--- src/rtl/cpu_pkg.sv ---
// Shared CPU datapath types: default word/register-file sizes and the
// clear-sequencer state encoding used by the register file.
package cpu_pkg;

   localparam int word_size = 8;
   localparam int reg_size  = 4;

   typedef logic [word_size-1:0]         word;
   typedef logic [$clog2(reg_size)-1:0]  regAddr;

   typedef enum logic [0:0] {
      CLR_IDLE  = 1'b0,
      CLR_SWEEP = 1'b1
   } clr_state_e;

endpackage

--- src/rtl/reg_file_clr_fsm.sv ---
// Bulk-clear sequencer: on a clear request, walks every register index once,
// overriding the array write path with a zero write per edge.
module reg_file_clr_fsm
   import cpu_pkg::*;
#(
   parameter int DEPTH = 4,
   parameter int AW    = 2
) (
   input  logic          clk,
   input  logic          rst_n,
   input  logic          clr_req,
   output logic          clr_busy,
   output logic          clr_we,
   output logic [AW-1:0] clr_addr
);

   localparam logic [AW-1:0] LAST = AW'(DEPTH - 1);

   clr_state_e    state;
   logic [AW-1:0] cnt;
   logic          busy;

   // Sweep state, index counter and registered busy flag
   always_ff @(posedge clk or negedge rst_n) begin
      if (!rst_n) begin
         state <= CLR_IDLE;
         cnt   <= {AW{1'b0}};
         busy  <= 1'b0;
      end else begin
         case (state)
            CLR_IDLE: begin
               if (clr_req) begin
                  state <= CLR_SWEEP;
                  cnt   <= {AW{1'b0}};
                  busy  <= 1'b1;
               end else begin
                  busy  <= 1'b0;
               end
            end
            CLR_SWEEP: begin
               if (cnt == LAST) begin
                  state <= CLR_IDLE;
                  cnt   <= {AW{1'b0}};
                  busy  <= 1'b0;
               end else begin
                  cnt   <= cnt + {{(AW-1){1'b0}}, 1'b1};
               end
            end
            default: begin
               state <= CLR_IDLE;
               cnt   <= {AW{1'b0}};
               busy  <= 1'b0;
            end
         endcase
      end
   end

   assign clr_busy = busy;
   assign clr_we   = (state == CLR_SWEEP);
   assign clr_addr = cnt;

endmodule

--- src/rtl/reg_file_mp.sv ---
// Multi-port register file: NRD registered read ports, two prioritised write ports,
// optional zero register and bulk clear. Define REG_FILE_BYPASS_EN for write-to-read forwarding.
module reg_file_mp
   import cpu_pkg::*;
#(
   parameter int WIDTH    = 8,
   parameter int DEPTH    = 4,
   parameter int NRD      = 2,
   parameter int ZERO_REG = 0,
   localparam int AW      = (DEPTH > 1) ? $clog2(DEPTH) : 1
) (
   input  logic                 clk,
   input  logic                 rst_n,
   input  logic [NRD*AW-1:0]    rd_addr,
   output logic [NRD*WIDTH-1:0] rd_data,
   input  logic [1:0]           wr_en,
   input  logic [2*AW-1:0]      wr_addr,
   input  logic [2*WIDTH-1:0]   wr_data,
   input  logic                 clr_req,
   output logic                 clr_busy
);

   localparam logic [AW:0] DEPTH_W = (AW + 1)'(DEPTH);

   logic [WIDTH-1:0] regs [DEPTH];
   logic             clr_we;
   logic [AW-1:0]    clr_addr;
   logic [1:0]       wr_ok;

   function automatic logic in_range(input logic [AW-1:0] a);
      return ({1'b0, a} < DEPTH_W);
   endfunction

   function automatic logic is_zero_reg(input logic [AW-1:0] a);
      return (ZERO_REG != 0) && (a == {AW{1'b0}});
   endfunction

   reg_file_clr_fsm #(
      .DEPTH (DEPTH),
      .AW    (AW)
   ) u_clr (
      .clk      (clk),
      .rst_n    (rst_n),
      .clr_req  (clr_req),
      .clr_busy (clr_busy),
      .clr_we   (clr_we),
      .clr_addr (clr_addr)
   );

   // A user write is accepted only outside the sweep and to a writable address
   always_comb begin
      wr_ok = 2'b00;
      for (int k = 0; k < 2; k++) begin
         if (wr_en[k] && !clr_we && in_range(wr_addr[k*AW +: AW]) &&
             !is_zero_reg(wr_addr[k*AW +: AW])) begin
            wr_ok[k] = 1'b1;
         end else begin
            wr_ok[k] = 1'b0;
         end
      end
   end

   // Storage array; port 1 is applied last so it wins a same-address collision
   always_ff @(posedge clk or negedge rst_n) begin
      if (!rst_n) begin
         for (int i = 0; i < DEPTH; i++) begin
            regs[i] <= {WIDTH{1'b0}};
         end
      end else if (clr_we) begin
         regs[clr_addr] <= {WIDTH{1'b0}};
      end else begin
         for (int k = 0; k < 2; k++) begin
            if (wr_ok[k]) begin
               regs[wr_addr[k*AW +: AW]] <= wr_data[k*WIDTH +: WIDTH];
            end
         end
      end
   end

   for (genvar g = 0; g < NRD; g++) begin : g_rd
      logic [AW-1:0]    ra;
      logic [WIDTH-1:0] rd_next;
      logic [WIDTH-1:0] rd_q;

      assign ra = rd_addr[g*AW +: AW];

      // Read-port next value; the zero register overrides any forwarding
      always_comb begin
         rd_next = {WIDTH{1'b0}};
         if (!in_range(ra) || is_zero_reg(ra)) begin
            rd_next = {WIDTH{1'b0}};
`ifdef REG_FILE_BYPASS_EN
         end else if (wr_ok[1] && (wr_addr[AW +: AW] == ra)) begin
            rd_next = wr_data[WIDTH +: WIDTH];
         end else if (wr_ok[0] && (wr_addr[0 +: AW] == ra)) begin
            rd_next = wr_data[0 +: WIDTH];
`endif
         end else begin
            rd_next = regs[ra];
         end
      end

      // Registered read data, one cycle after the address is sampled
      always_ff @(posedge clk or negedge rst_n) begin
         if (!rst_n) begin
            rd_q <= {WIDTH{1'b0}};
         end else begin
            rd_q <= rd_next;
         end
      end

      assign rd_data[g*WIDTH +: WIDTH] = rd_q;
   end

endmodule

--- config.mk ---
export PLATFORM = sky130hd
export DESIGN_NAME = reg_file_mp
export DESIGN_NICKNAME = d
export VERILOG_FILES = /design/src/rtl/cpu_pkg.sv /design/src/rtl/reg_file_clr_fsm.sv /design/src/rtl/reg_file_mp.sv
export SDC_FILE = /design/constraint.sdc
export NUM_CORES = 1
export LEC_CHECK = 0
export BUFFER_PORTS_ARGS = -buffer_cell sky130_fd_sc_hd__buf_2
export CORE_MARGIN = 3
export CORE_UTILIZATION = 51
export CTS_CLUSTER_DIAMETER = 30
export DETAILED_ROUTE_END_ITERATION = 10
export PLACE_DENSITY = 0.81
export SYNTH_ARGS = -nofsm -noshare
export SYNTH_HDL_FRONTEND = slang
export SYNTH_SLANG_ARGS = --single-unit
--- constraint.sdc ---
create_clock -name clk -period 4.5 [get_ports clk]
set_clock_uncertainty 0.05 [all_clocks]
set_input_delay 0.225 -clock clk [delete_from_list [all_inputs] [get_ports clk]]
set_output_delay 0.225 -clock clk [all_outputs]
set_load 0.01 [all_outputs]
==> key figures <==
Run status
  – Status: finished with violations
  – Failing checks: negative hold slack

Critical path
  – CP Launch Type: flip-flop
  – R2R depth: 3
  – Worst r2r dst: regs[26]$_DFF_PN0_
  – CP max FO: 65
  – R2R Path Start: u_clr.clr_we$_DFF_PN0_
  – Required time worst endpoint: about 4.7 ns
  – Arr. time, crit path: between 2 and 3 ns
  – Worst setup path startpoint: u_clr.clr_we$_DFF_PN0_
  – WS Path Type: reg -> reg
  – R2R Setup Slk: 2.04 ns
  – Max incr delay on CP: 1.00 ns
  – Cells along the critical path: nor4b_4 -> a21oi_1 -> o32ai_2
  – Critical path endpoint: regs[26]$_DFF_PN0_
  – Slowest cell on crit path: nor4b_4
  – Critical path capture point type: flip-flop

Placement
  – Placed cell count: roughly 390
  – Placer Congestion: 0.798
  – # port buffers: 45
  – Dpl hpwl: 5360 um

Finish
  – Final core occ: 58.1%
  – Post-Layout Cell Count: ~400
  – Commonest non-fill, non-tap cell in the layout: dfrtp_1
  – Layout Nets: 350
  – Layout cells sized above 1: roughly 29%
  – Antenna fix cells: 0
  – Filler instances: 530
  – Commonest cells after routing, fill and taps aside: dfrtp_1 (51), buf_2 (45), inv_1 (34)
  – Area added between synthesis and finish: 6.44%

GRT
  – Vias in the first global route: roughly 2700
  – Largest net degree at the start of global routing: 66
  – Total gr overflow: 0
  – Initial antenna violation count: 0
  – GRT Total Usage: a little under a quarter
  – Global-route wire length before repair: roughly 14000 um

STA
  – Max_slew headroom: around a fifth
  – Final hold slack: -0.0320 ns
  – Final Cycle Share: between 50% and 60%
  – Minimum clock period: around 2.5 ns
  – Fmax: between 0.4 and 0.5 GHz
  – RSZ-0062 raised after global routing: no
  – Final hold violation count: 43
  – Slew @ Worst Pin: 1.21 ns
  – Max-slew violations: 0
  – Final setup violation count: 0
  – Fin Setup TNS: 0 ns

Die
  – Die Ht: roughly 87 um
  – Die width: between 80 and 90 um
  – FP Rows: 28
  – IO Count: 46
  – Die ar.: 7600 um2
  – Core area: between 6000 and 7000 um2
  – Initial Utilization: between 50% and 60%

Yosys
  – Top cell type's share of synthesized area: between 30% and 40%
  – Dominant cells by area after synthesis: dfrtp_1 (39%), mux4_2 (11%), o31a_1 (5.5%)
  – Seq/Total Area, Yosys: approximately two fifths
  – Biggest area consumer among synthesized cells: dfrtp_1
  – Mapped Area: about 3400 um2
  – Cells after Synth: 300
  – Ys Warns: 0
  – Mapped Avg Cell Area: 11.2 um2
  – Net Count, Synth: 333
  – #FFs+latches synth: 52
  – Distinct cell type count after synthesis: 34

Clock network
  – Clock transition at path regs: ~0.10 ns
  – Post-CTS Resized: 0
  – Num CTS Buffers: 5
  – CTS tree: yes
  – Hold Buf Count CTS: 0
  – Clk Tree Root Cell: clkbuf_8
  – Sinks on Clock Net: 52
  – H-tree levels: 2
  – Max clock buf depth: 2
  – Worst-skew pair later-pin latency: 0.31 ns
  – Setup bufs post-CTS: 0

Route
  – Detailed Route Iter0 Violations: about 340
  – Detailed Routing Iterations Pass 1: 5
  – DRT antenna net count: 0
  – Vias per cell: roughly 7.0
  – Via Count: 2741
  – Drt wl/cell: 22.0 um
  – DRC: 0
  – Routed wire length: 8650 um

Power and ir drop
  – Pleak: 0.00147 uW
  – Power, Total: about 1900 uW
  – Max VDD drop: around 0.00043 V
  – Power Density: 533 nW/um2

Hold path
  – Worst Hold Class: in -> async

Run
  – Max cap viols: 0
[power by group]
| part | total (uW) | internal (uW) | switching (uW) |
|---|---|---|---|
| sequential | 795 | 619 | 176 |
| clock | 326 | 165 | 161 |
| combinational | 788 | 389 | 399 |
| total | 1910 | 1170 | 735 |
[layer usage]
metal / global-route usage (%) / part of all wire [%] / vias up
li1: - / - / 1195
met1: 32.2 / 40 / 1370
met2: 39.3 / 50 / 162
met3: 5.11 / 8.7 / 14
met4: 6.00 / 1.3 / 0
met5: 0 / 0 / -
[logic make-up after synthesis]
group	synth area share, %
compound gates	22.5
mux	10.7
fa+ha+maj	1.49
simple gates	16.1
flops	38.7
buf+inv	10.4
[through the flow]
| stage | setup WS [ns] | cell area (um2) |
|---|---|---|
| after global placement | 2.24 | 3470 |
| after floorplan | 3.01 | 3360 |
| after CTS | 2.11 | 3580 |
| after detailed placement | 2.13 | 3470 |
| final | 2.04 | 3580 |
| after global routing | 1.92 | 3580 |
[worst max-delay path, delay by kind of cell (launching register included)]
| family | cells | cell delay (ns) |
|---|---|---|
| AO/OA/AOI/OAI | 2 | 0.46 |
| flip-flops | 1 | 0.83 |
| AND/OR/NAND/NOR | 1 | 1.00 |
[registers in the layout (all words and copies together) (netlist names)]
name and cells:
regs 32, g_rd.rd_q 16, u_clr.clr_addr 2, u_clr.clr_we 1
u_clr.clr_busy 1
[cells in the mapped netlist (all sizes together)]
master	count
a21oi	32
a31oi	8
and4b	2
and4bb	4
buf	22
clkbuf	13
clkdlybuf4s25	1
dfrtp	52
ha	4
inv	35
mux4	16
nand2	12
nand2b	1
nand4b	9
nor2b	1
nor4b	10
nor4bb	16
o21ai	2
o22ai	8
o31a	24
o31ai	1
o32ai	24
or2b	2
or3	1
[worst min-delay path by stage]
stage	startpoint	to	slack [ns]
global placement	rst_n	g_rd[1].rd_q[1]$_DFF_PN0_	0.34
detailed placement	rst_n	g_rd[1].rd_q[1]$_DFF_PN0_	0.34
finish	rst_n	g_rd[1].rd_q[1]$_DFF_PN0_	-0.03
floorplan	rst_n	g_rd[0].rd_q[0]$_DFF_PN0_	-0.12
global route	rst_n	regs[16]$_DFF_PN0_	0.03
CTS	rst_n	g_rd[1].rd_q[1]$_DFF_PN0_	0.009
[area by class of cell]
| cell class | instances | area (um2) | area share, % |
|---|---|---|---|
| clock inverters | 2 | 35.0 | 0.979 |
| flip-flops and latches | 52 | 1300 | 36.4 |
| clock buffers | 6 | 72.6 | 2.03 |
| well taps | 75 | 93.8 | 2.62 |
| multi-input cells | 177 | 1710 | 47.8 |
| inverters | 35 | 131 | 3.67 |
| repair buffers | 46 | 233 | 6.50 |
Power figures use the tool's default switching activity.
